**src/rtl/mips_muldiv_unit.sv**
```systemverilog
// Iterative MIPS HI/LO multiply/divide unit: shift-add MULT/MULTU, restoring DIV/DIVU, MTHI/MTLO.
// Optional MULDIV_FAST_MUL_EN: single-cycle MULT/MULTU; divide stays iterative.
module mips_muldiv_unit #(
  parameter int unsigned WIDTH = 32
) (
  input  logic             clk,
  input  logic             reset,
  input  logic             clk_enable,
  input  logic             start,
  input  logic [2:0]       op,
  input  logic [WIDTH-1:0] a,
  input  logic [WIDTH-1:0] b,
  output logic [WIDTH-1:0] hi,
  output logic [WIDTH-1:0] lo,
  output logic             busy,
  output logic             done
);

  localparam int unsigned W2 = 2 * WIDTH;
  localparam int unsigned CW = $clog2(WIDTH + 1);

  localparam logic [2:0] OP_MULT  = 3'b000;
  localparam logic [2:0] OP_MULTU = 3'b001;
  localparam logic [2:0] OP_DIV   = 3'b010;
  localparam logic [2:0] OP_DIVU  = 3'b011;
  localparam logic [2:0] OP_MTHI  = 3'b100;
  localparam logic [2:0] OP_MTLO  = 3'b101;

  typedef enum logic [1:0] {
    S_IDLE,
    S_MUL,
    S_DIV,
    S_FIXUP
  } state_t;

  state_t            state_q, state_d;
  logic [CW-1:0]     cnt_q, cnt_d;
  logic [W2-1:0]     acc_q, acc_d;
  logic [WIDTH-1:0]  mag_a_q, mag_a_d;
  logic [WIDTH-1:0]  mag_b_q, mag_b_d;
  logic              is_div_q, is_div_d;
  logic              neg_q, neg_d;
  logic              a_neg_q, a_neg_d;
  logic              b_zero_q, b_zero_d;
  logic [WIDTH-1:0]  hi_q, hi_d;
  logic [WIDTH-1:0]  lo_q, lo_d;
  logic              busy_q, busy_d;
  logic              upd_q, upd_d;
  logic              done_q, done_d;

  // Operand sign/magnitude extraction for the incoming request
  logic              sign_a, sign_b;
  logic [WIDTH-1:0]  abs_a, abs_b;

  assign sign_a = ~op[0] & a[WIDTH-1];
  assign sign_b = ~op[0] & b[WIDTH-1];
  assign abs_a  = sign_a ? (~a + WIDTH'(1)) : a;
  assign abs_b  = sign_b ? (~b + WIDTH'(1)) : b;

`ifdef MULDIV_FAST_MUL_EN
  logic [W2-1:0] fast_prod;
  assign fast_prod = W2'(abs_a) * W2'(abs_b);
`endif

  // One shift-add multiply step: conditionally add multiplicand to upper half, shift right
  logic [WIDTH:0] mul_sum;
  assign mul_sum = {1'b0, acc_q[W2-1:WIDTH]} + (acc_q[0] ? {1'b0, mag_a_q} : '0);

  // One restoring divide step: shift in next dividend bit, subtract divisor if it fits
  logic [WIDTH:0]   div_rem;
  logic [WIDTH:0]   div_diff;
  logic             div_ge;
  logic [WIDTH-1:0] div_new_rem;

  assign div_rem     = {acc_q[W2-1:WIDTH], acc_q[WIDTH-1]};
  assign div_diff    = div_rem - {1'b0, mag_b_q};
  assign div_ge      = (div_rem >= {1'b0, mag_b_q});
  assign div_new_rem = div_ge ? div_diff[WIDTH-1:0] : div_rem[WIDTH-1:0];

  // Sign correction and special cases applied in FIXUP
  logic [W2-1:0]    mul_res;
  logic [WIDTH-1:0] quo, rem;
  logic [WIDTH-1:0] fix_hi, fix_lo;

  assign mul_res = neg_q ? (~acc_q + W2'(1)) : acc_q;
  assign quo     = acc_q[WIDTH-1:0];
  assign rem     = acc_q[W2-1:WIDTH];

  always_comb begin
    fix_hi = mul_res[W2-1:WIDTH];
    fix_lo = mul_res[WIDTH-1:0];
    if (is_div_q) begin
      fix_hi = a_neg_q ? (~rem + WIDTH'(1)) : rem;
      fix_lo = neg_q ? (~quo + WIDTH'(1)) : quo;
      if (b_zero_q) fix_lo = '1;
    end
  end

  // Next-state and datapath updates
  always_comb begin
    state_d  = state_q;
    cnt_d    = cnt_q;
    acc_d    = acc_q;
    mag_a_d  = mag_a_q;
    mag_b_d  = mag_b_q;
    is_div_d = is_div_q;
    neg_d    = neg_q;
    a_neg_d  = a_neg_q;
    b_zero_d = b_zero_q;
    hi_d     = hi_q;
    lo_d     = lo_q;
    busy_d   = busy_q;
    upd_d    = 1'b0;
    done_d   = upd_q;

    unique case (state_q)
      S_IDLE: begin
        if (start) begin
          unique case (op)
            OP_MULT, OP_MULTU: begin
              mag_a_d  = abs_a;
              mag_b_d  = abs_b;
              neg_d    = sign_a ^ sign_b;
              a_neg_d  = sign_a;
              b_zero_d = 1'b0;
              is_div_d = 1'b0;
              cnt_d    = '0;
              busy_d   = 1'b1;
`ifdef MULDIV_FAST_MUL_EN
              acc_d    = fast_prod;
              state_d  = S_FIXUP;
`else
              acc_d    = {WIDTH'(0), abs_b};
              state_d  = S_MUL;
`endif
            end
            OP_DIV, OP_DIVU: begin
              mag_a_d  = abs_a;
              mag_b_d  = abs_b;
              neg_d    = sign_a ^ sign_b;
              a_neg_d  = sign_a;
              b_zero_d = (b == '0);
              is_div_d = 1'b1;
              cnt_d    = '0;
              busy_d   = 1'b1;
              acc_d    = {WIDTH'(0), abs_a};
              state_d  = S_DIV;
            end
            OP_MTHI: begin
              hi_d  = a;
              upd_d = 1'b1;
            end
            OP_MTLO: begin
              lo_d  = a;
              upd_d = 1'b1;
            end
            default: ;
          endcase
        end
      end
      S_MUL: begin
        acc_d = {mul_sum, acc_q[WIDTH-1:1]};
        cnt_d = cnt_q + CW'(1);
        if (cnt_q == CW'(WIDTH - 1)) state_d = S_FIXUP;
      end
      S_DIV: begin
        acc_d = {div_new_rem, acc_q[WIDTH-2:0], div_ge};
        cnt_d = cnt_q + CW'(1);
        if (cnt_q == CW'(WIDTH - 1)) state_d = S_FIXUP;
      end
      S_FIXUP: begin
        hi_d    = fix_hi;
        lo_d    = fix_lo;
        busy_d  = 1'b0;
        upd_d   = 1'b1;
        state_d = S_IDLE;
      end
      default: state_d = S_IDLE;
    endcase
  end

  // State register; clk_enable low freezes everything
  always_ff @(posedge clk or negedge reset) begin
    if (!reset) begin
      state_q  <= S_IDLE;
      cnt_q    <= '0;
      acc_q    <= '0;
      mag_a_q  <= '0;
      mag_b_q  <= '0;
      is_div_q <= 1'b0;
      neg_q    <= 1'b0;
      a_neg_q  <= 1'b0;
      b_zero_q <= 1'b0;
      hi_q     <= '0;
      lo_q     <= '0;
      busy_q   <= 1'b0;
      upd_q    <= 1'b0;
      done_q   <= 1'b0;
    end else if (clk_enable) begin
      state_q  <= state_d;
      cnt_q    <= cnt_d;
      acc_q    <= acc_d;
      mag_a_q  <= mag_a_d;
      mag_b_q  <= mag_b_d;
      is_div_q <= is_div_d;
      neg_q    <= neg_d;
      a_neg_q  <= a_neg_d;
      b_zero_q <= b_zero_d;
      hi_q     <= hi_d;
      lo_q     <= lo_d;
      busy_q   <= busy_d;
      upd_q    <= upd_d;
      done_q   <= done_d;
    end
  end

  assign hi   = hi_q;
  assign lo   = lo_q;
  assign busy = busy_q;
  assign done = done_q;

endmodule

```
**config.mk**
```make
export PLATFORM = sky130hd
export DESIGN_NAME = mips_muldiv_unit
export DESIGN_NICKNAME = d
export VERILOG_FILES = /design/src/rtl/mips_muldiv_unit.sv
export SDC_FILE = /design/constraint.sdc
export NUM_CORES = 1
export LEC_CHECK = 0
export ABC_AREA = 1
export CAP_MARGIN = 30
export CORE_MARGIN = 2
export CORE_UTILIZATION = 34
export CTS_BUF_LIST = sky130_fd_sc_hd__clkbuf_2
export DETAILED_ROUTE_END_ITERATION = 16
export PLACE_DENSITY = 0.59
export SYNTH_ARGS = -nofsm -noshare
export SYNTH_HDL_FRONTEND = slang
export SYNTH_SLANG_ARGS = --single-unit
```
**constraint.sdc**
```tcl
create_clock -name clk -period 3.35 [get_ports clk]
set_input_delay 0.5025 -clock clk [delete_from_list [all_inputs] [get_ports clk]]
set_output_delay 0.5025 -clock clk [all_outputs]
set_load 0.02 [all_outputs]
```
==> results of run 1 <==
-- registers in the layout (all words and copies together) (netlist names) --
name / cells
a_neg_q: 1
acc_q: 64
b_zero_q: 1
busy: 1
cnt_q: 6
done: 1
done_d: 1
hi: 32
is_div_q: 1
lo: 32
mag_a_q: 32
mag_b_q: 32
neg_q: 1
state_q: 2
-- power breakdown --
group          internal (mW)  total, mW  switching (mW)
Combinational           6.04       18.7            12.6
Clock                  0.701       1.95            1.25
Sequential              3.67       4.95            1.29
-- routing by layer --
layer | wire [microns] | share of wire
met3 | 6759 | 0.078
met4 | 5468 | 0.063
met2 | 38000 | 0.44
met1 | 36120 | 0.42
met5 | 23 | 0.00027
-- worst max-delay path, delay by kind of cell, from the launching register on --
kind,cells,cell delay [ps]
AO/OA/AOI/OAI,3,600
adder cells (fa/ha/maj),1,290
buffers and inverters,3,550
flip-flops,1,350
AND/OR/NAND/NOR,7,820
-- placed cells by master, fill, tap and decap left out, types with 14 or more instances in the layout --
| master | netlist | routed |
|---|---|---|
| inv_1 | 374 | 374 |
| dfrtp_1 | 207 | 206 |
| ha_1 | 74 | 72 |
| clkdlybuf4s50_1 | 0 | 135 |
| a21oi_1 | 170 | 170 |
| inv_2 | 21 | 21 |
| nor2_1 | 421 | 417 |
| a221oi_1 | 17 | 17 |
| a31oi_1 | 14 | 14 |
| o21ai_1 | 26 | 26 |
| nand3_1 | 333 | 333 |
| nand4_1 | 31 | 31 |
| nand2_1 | 1068 | 1068 |
| buf_4 | 4 | 57 |
| xnor2_1 | 19 | 19 |
| o21ai_0 | 178 | 178 |
| clkinv_1 | 7 | 22 |
| nand2_2 | 15 | 15 |
| xor2_1 | 40 | 40 |
| nor2_2 | 13 | 16 |
| nor3_1 | 28 | 28 |
| clkbuf_2 | 0 | 84 |
-- logic make-up (layout without fill, tap and decap cells) --
logic type               after synthesis  count (layout)  synth area share
adder cells (fa/ha/maj)               76              76           0.04978
XOR/XNOR                              59              59           0.02663
buffers and inverters                517             708            0.1041
AO/OA/AOI/OAI                        461             461            0.1308
flip-flops                           207             207            0.2670
AND/OR/NAND/NOR                     1957            1957            0.4217
other                                  0               1                 0
-- per-stage QoR --
step	setup slack [ps]	std cells
floorplan	838.2	3277
global placement	488.5	4115
detailed placement	527.3	4115
CTS	616.0	4224
global route	361.8	4225
finish	591.8	4225
-- final cells by class --
type                       instances  area (sq um)  share of cell area
multi-input combinational       2553         12220              0.5478
sequential                       207          5181              0.2322
timing repair buffer             201          1932             0.08657
inverter                         402          1509             0.06762
tap                              756         945.9             0.04239
clock buffer                      84         420.4             0.01884
clock inverter                    21         100.1            0.004486
antenna                            1         2.502           0.0001121
-- repair_timing --
item | in CTS | in global routing
hold endpoints to repair | 208 | 0
setup buffers | 0 | 0
hold buffers | 4 | 0
-- path summary, 6_finish.rpt --
check	from	to	slack (ps)
hold reg to reg	lo[10]$_DFFE_PN0P_	lo[10]$_DFFE_PN0P_	490
max in group asynchronous	reset	acc_q[29]$_DFFE_PN0P_	2380
setup reg to reg	acc_q[0]$_DFFE_PN0P_	acc_q[44]$_DFFE_PN0P_	590
hold / removal	b[0]	mag_b_q[0]$_DFFE_PN0P_	140
min in group asynchronous	reset	lo[7]$_DFFE_PN0P_	610
setup / recovery	acc_q[0]$_DFFE_PN0P_	acc_q[44]$_DFFE_PN0P_	590
==> impl_metrics.env, run 1 <==
export IMPL_grt_usage=0.2884
export IMPL_slew_violations=0
export IMPL_overflow=0
export IMPL_drc=0
export IMPL_max_cap_viol_count=0
export IMPL_cts_tree="done"
export IMPL_met1_usage=0.3796
export IMPL_fin_tns_setup_ps=0
export IMPL_fill_cells=6406
export IMPL_rows=87
export IMPL_finClkSkew_ps=77.52
export IMPL_final_core_utilization=0.3958
export IMPL_drt_wirelength_per_cell_microns=20.44
export IMPL_finalSetupViolCount=0
export IMPL_crit_path_end_kind="flip-flop"
export IMPL_rr_worst_depth=14
export IMPL_finalHoldViolCount=0
export IMPL_slew_headroom=0.3567
export IMPL_synthTopCellsByCount="1068 x nand2_1, 421 x nor2_1, 374 x inv_1"
export IMPL_drt_pass1_iter_count=6
export IMPL_io_pins=137
export IMPL_worst_pin_slew_ps=963.9
export IMPL_ir_drop_v=0.0007359
export IMPL_clkTransAtPathRegs_ps=100
export IMPL_wl_microns=86370
export IMPL_ys_types=50
export IMPL_crit_path_cell_trace="buf_4 > buf_4 > nand2_1 > inv_1 > ha_1 > a21oi_1 > o21ai_0 > a21oi_1 > nand2_1 > or2_2 > nand3_1 > nand2_1 > nand2_1 > nand2_1"
export IMPL_synth_top_area_cell="dfrtp_1"
export IMPL_cts_repair_resized=0
export IMPL_port_buffers=136
export IMPL_required_ps=4270
export IMPL_die_x_microns=242.9
export IMPL_yosys_warnings=0
export IMPL_slowest_delay_ps=350
export IMPL_antenna_found_initial=3
export IMPL_hold_class="in2reg"
export IMPL_gp_congestion=1.021
export IMPL_outcome="finished clean"
export IMPL_avgSynthCellArea_sq_um=5.921
export IMPL_powerDensity_mw_per_mm2=1145
export IMPL_htree_levels=2
export IMPL_finish_instance_area_sq_mm=0.02232
export IMPL_cts_root_buf="clkbuf_2"
export IMPL_fp_dieH_microns=242.9
export IMPL_ys_seq_elements=207
export IMPL_area_growth_synth_to_final_pct=15.01
export IMPL_nets=3573
export IMPL_start_kind="flip-flop"
export IMPL_synth_edff_count=0
export IMPL_cpMaxStageDelayCell="dfrtp_1"
export IMPL_hold_worst_slack_ps=143.7
export IMPL_layout_drive_gt1_share=0.06892
export IMPL_grt_util_met2=0.4532
export IMPL_yosysTopAreaCellShare=0.2670
export IMPL_via_per_inst=5.334
export IMPL_path_max_fanout=28
export IMPL_grt_pass1_vias=21100
export IMPL_dieArea_sq_mm=0.05900
export IMPL_ys_seq_area_frac=0.2670
export IMPL_finalCritPeriodShare=0.8234
export IMPL_cts_buffers=61
export IMPL_yosysMostFrequentCell="nand2_1"
export IMPL_syn_nets=3424
export IMPL_fmax_ghz=0.3626
export IMPL_clk_latency_ps=1090
export IMPL_grt_start_max_net_pins=101
export IMPL_synthCells=3277
export IMPL_core_area_sq_mm=0.05639
export IMPL_grt_busiest_layer="met2"
export IMPL_hpwl_microns=69210
export IMPL_synthArstFlopShare=1.000
export IMPL_yosys_top_cells_area="dfrtp_1 27%, nand2_1 21%, nand3_1 8.6%"
export IMPL_vias=22540
export IMPL_min_period_ps=2758
export IMPL_cp_arrival_ps=3680
export IMPL_power_total_mw=25.56
export IMPL_start_util=0.3441
export IMPL_drt_iter0_markers=2358
export IMPL_cpMostUsedCell="nand2_1"
export IMPL_detail_route_antenna_nets=0
export IMPL_power_leakage_nw=11.61
export IMPL_netlist_area_sq_mm=0.01940
export IMPL_grt_first_pass_wirelength_microns=129100
export IMPL_synth_ff_type="dfrtp_1"
export IMPL_cts_buffer_depth=3
export IMPL_placed_cell_area_sq_mm=0.02173
export IMPL_use_met3=0.04102
export IMPL_hold_path_depth=3
export IMPL_clock_sinks=207
export IMPL_crit_type="reg2reg"
export IMPL_rsz0062_at_grt="no"
Power figures use the tool's default switching activity.
==> inputs of run 2 (changes only) <==
PLACE_DENSITY = 0.61   (was 0.59)
clock period = 2.26 ns   (was 3.35 ns; I/O delays follow)
==> run 2 against run 1 <==
  * The flow now finishes with violations (setup timing)
  * Non-clock buffer count rose by 560
  * Via count up 11%
  * Sequential share of layout area shrank 5.9 points
  * Highest routed layer unchanged
  * Maximum frequency rose by 9.8%
  * Sequential power increased by 46%
  * Core utilization increased by 14 points
  * Global-route usage grew 2.6 points
  * Power increased by 98%
==> impl_metrics.env, run 2 (same netlist as run 1, synthesis figures left out) <==
export IMPL_finalSetupViolCount=54
export IMPL_die_x_microns=242.9
export IMPL_placed_cells=4583
export IMPL_nets=4139
export IMPL_dr_wl_met2_microns=43090
export IMPL_fmax_ghz=0.3982
export IMPL_cpMaxStageDelayCell="dfrtp_2"
export IMPL_power_leakage_nw=15.20
export IMPL_dieArea_sq_mm=0.05900
export IMPL_cts_root_buf="clkbuf_2"
export IMPL_port_buffers=136
export IMPL_clock_sinks=207
export IMPL_finalCritPeriodShare=1.111
export IMPL_outcome="finished, violations left"
export IMPL_start_util=0.3441
export IMPL_io_pins=137
export IMPL_worst_pin_slew_ps=696.6
export IMPL_max_cap_viol_count=0
export IMPL_r2r_end="acc_q[58]$_DFFE_PN0P_"
export IMPL_top_register="acc_q"
export IMPL_slowest_delay_ps=470
export IMPL_vias=25000
export IMPL_largest_reg_flops=64
export IMPL_fin_tns_setup_ps=-4605
export IMPL_rsz0062_at_grt="yes"
export IMPL_gp_congestion=1.043
export IMPL_antenna_found_initial=2
export IMPL_power_total_mw=50.59
export IMPL_slew_violations=0
export IMPL_grt_pass1_vias=23670
export IMPL_fp_dieH_microns=242.9
export IMPL_min_period_ps=2511
export IMPL_wl_microns=96340
export IMPL_htree_levels=3
export IMPL_r2r_start="acc_q[0]$_DFFE_PN0P_"
export IMPL_required_ps=3120
export IMPL_grt_start_max_net_pins=93
export IMPL_ir_drop_v=0.001027
export IMPL_crit_path_end_kind="flip-flop"
export IMPL_cp_arrival_ps=3370
export IMPL_cts_buffer_depth=3
export IMPL_slew_headroom=0.5316
export IMPL_placed_cell_area_sq_mm=0.02544
export IMPL_hold_path_depth=3
export IMPL_clkTransAtPathRegs_ps=130
export IMPL_drt_wirelength_per_cell_microns=20.10
export IMPL_layout_drive_gt1_share=0.3351
export IMPL_drt_pass1_iter_count=7
export IMPL_r2r_slack_ps=-250
export IMPL_crit_type="reg2reg"
export IMPL_start_kind="flip-flop"
export IMPL_detail_route_antenna_nets=0
export IMPL_hold_end="mag_a_q[13]$_DFFE_PN0P_"
export IMPL_core_area_sq_mm=0.05639
export IMPL_drc=0
export IMPL_layout_cells_non_filler=4792
export IMPL_via_per_inst=5.218
export IMPL_finalWorstSetupSlack_ps=-251.1
export IMPL_clk_latency_ps=1060
export IMPL_finClkSkew_ps=108.9
export IMPL_cts_buffers=66
export IMPL_hold_class="in2reg"
export IMPL_wl_met3_microns=7435
export IMPL_cpMostUsedCell="nand2_1"
export IMPL_finish_instance_area_sq_mm=0.03009
export IMPL_cts_tree="done"
export IMPL_rr_worst_depth=19
export IMPL_final_cell_mix="921 x nand2_1, 545 x buf_4, 348 x nor2_1"
export IMPL_path_max_fanout=8
export IMPL_highest_layer="met5"
export IMPL_hpwl_microns=75250
export IMPL_overflow=0
export IMPL_violations="setup timing"
export IMPL_wl_met1_microns=39160
export IMPL_min_from="a[13]"
export IMPL_drt_iter0_markers=2551
export IMPL_rows=87
export IMPL_grt_first_pass_wirelength_microns=140500
export IMPL_crit_path_cell_trace="buf_12 > buf_12 > buf_6 > nand2_1 > inv_2 > ha_4 > nand2_4 > nor2_4 > inv_2 > nor2_4 > inv_1 > nor2_1 > nor2_1 > nand2_1 > nand2_1 > nand3_2 > nand2_1 > nand2_1 > nand2_1"
export IMPL_grt_usage=0.3139
export IMPL_final_common_cell="nand2_1"
export IMPL_finalHoldViolCount=0
export IMPL_area_growth_synth_to_final_pct=55.07
export IMPL_fill_cells=5706
export IMPL_powerDensity_mw_per_mm2=1681
export IMPL_final_core_utilization=0.5336
==> run 2: cell count changes in the layout (fill, tap and decap cells not counted), sizes merged <==
cell           change
dlygate4sd3        +4
clkdlybuf4s50     -66
inv                +3
clkinv             -3
nand2              +1
dlygate4sd2       +66
clkbuf             +7
buf              +554
clkinvlp           +1
==> run 2: through the flow <==
| step | hold WS [ps] | worst slack, ps |
|---|---|---|
| finish | 82.91 | -251.1 |
| global route | 74.50 | -342.9 |
| CTS | 2.096 | -191.2 |
| detailed placement | 331.6 | -276.4 |
| global placement | 332.1 | -344.9 |
| floorplan | 43.41 | 24.10 |
==> run 2: layer usage <==
metal	global-route usage	vias to the layer above
met4	0.1824	2
met2	0.5004	1121
met3	0.05142	277
met5	0	-
li1	-	12020
met1	0.4010	11590
==> run 2: cell type report <==
cell class                 instances  area (sq um)  area share
clock buffer                      89         445.4     0.01480
clock inverter                    22         121.4    0.004034
inverter                         402          1531     0.05090
tap                              756         945.9     0.03144
antenna                            1         2.502  0.00008317
sequential                       207          5196      0.1727
multi-input combinational       2554         15280      0.5077
timing repair buffer             761          6570      0.2184
==> run 2: worst max path at each step <==
stage,start,endpoint,cells past startpoint
CTS,acc_q[0]$_DFFE_PN0P_,acc_q[58]$_DFFE_PN0P_,19
detailed placement,acc_q[0]$_DFFE_PN0P_,acc_q[58]$_DFFE_PN0P_,15
floorplan,acc_q[0]$_DFFE_PN0P_,acc_q[59]$_DFFE_PN0P_,19
global route,acc_q[0]$_DFFE_PN0P_,acc_q[61]$_DFFE_PN0P_,14
global placement,acc_q[0]$_DFFE_PN0P_,acc_q[58]$_DFFE_PN0P_,14
finish,acc_q[0]$_DFFE_PN0P_,acc_q[58]$_DFFE_PN0P_,19
==> run 2: critical path: cells and delay by family (launching register included) <==
family / cells / cell delay (ps)
flip-flops: 1 / 470
buffers and inverters: 6 / 600
AND/OR/NAND/NOR: 12 / 960
adder cells (fa/ha/maj): 1 / 300
==> run 2: timing repair <==
action,4_1_cts,5_1_grt
gates cloned,4,1
buffers inserted,44,44
hold buffers,8,0
pin swaps,95,171
endpoints found under the setup margin,133,109
resized for setup,467,413
endpoints found under the hold margin,212,0
==> run 2: power breakdown <==
part / switching (mW) / internal [mW]
clock: 1.98 / 1.11
combinational: 23.8 / 16.5
sequential: 1.77 / 5.47
total: 27.6 / 23.0
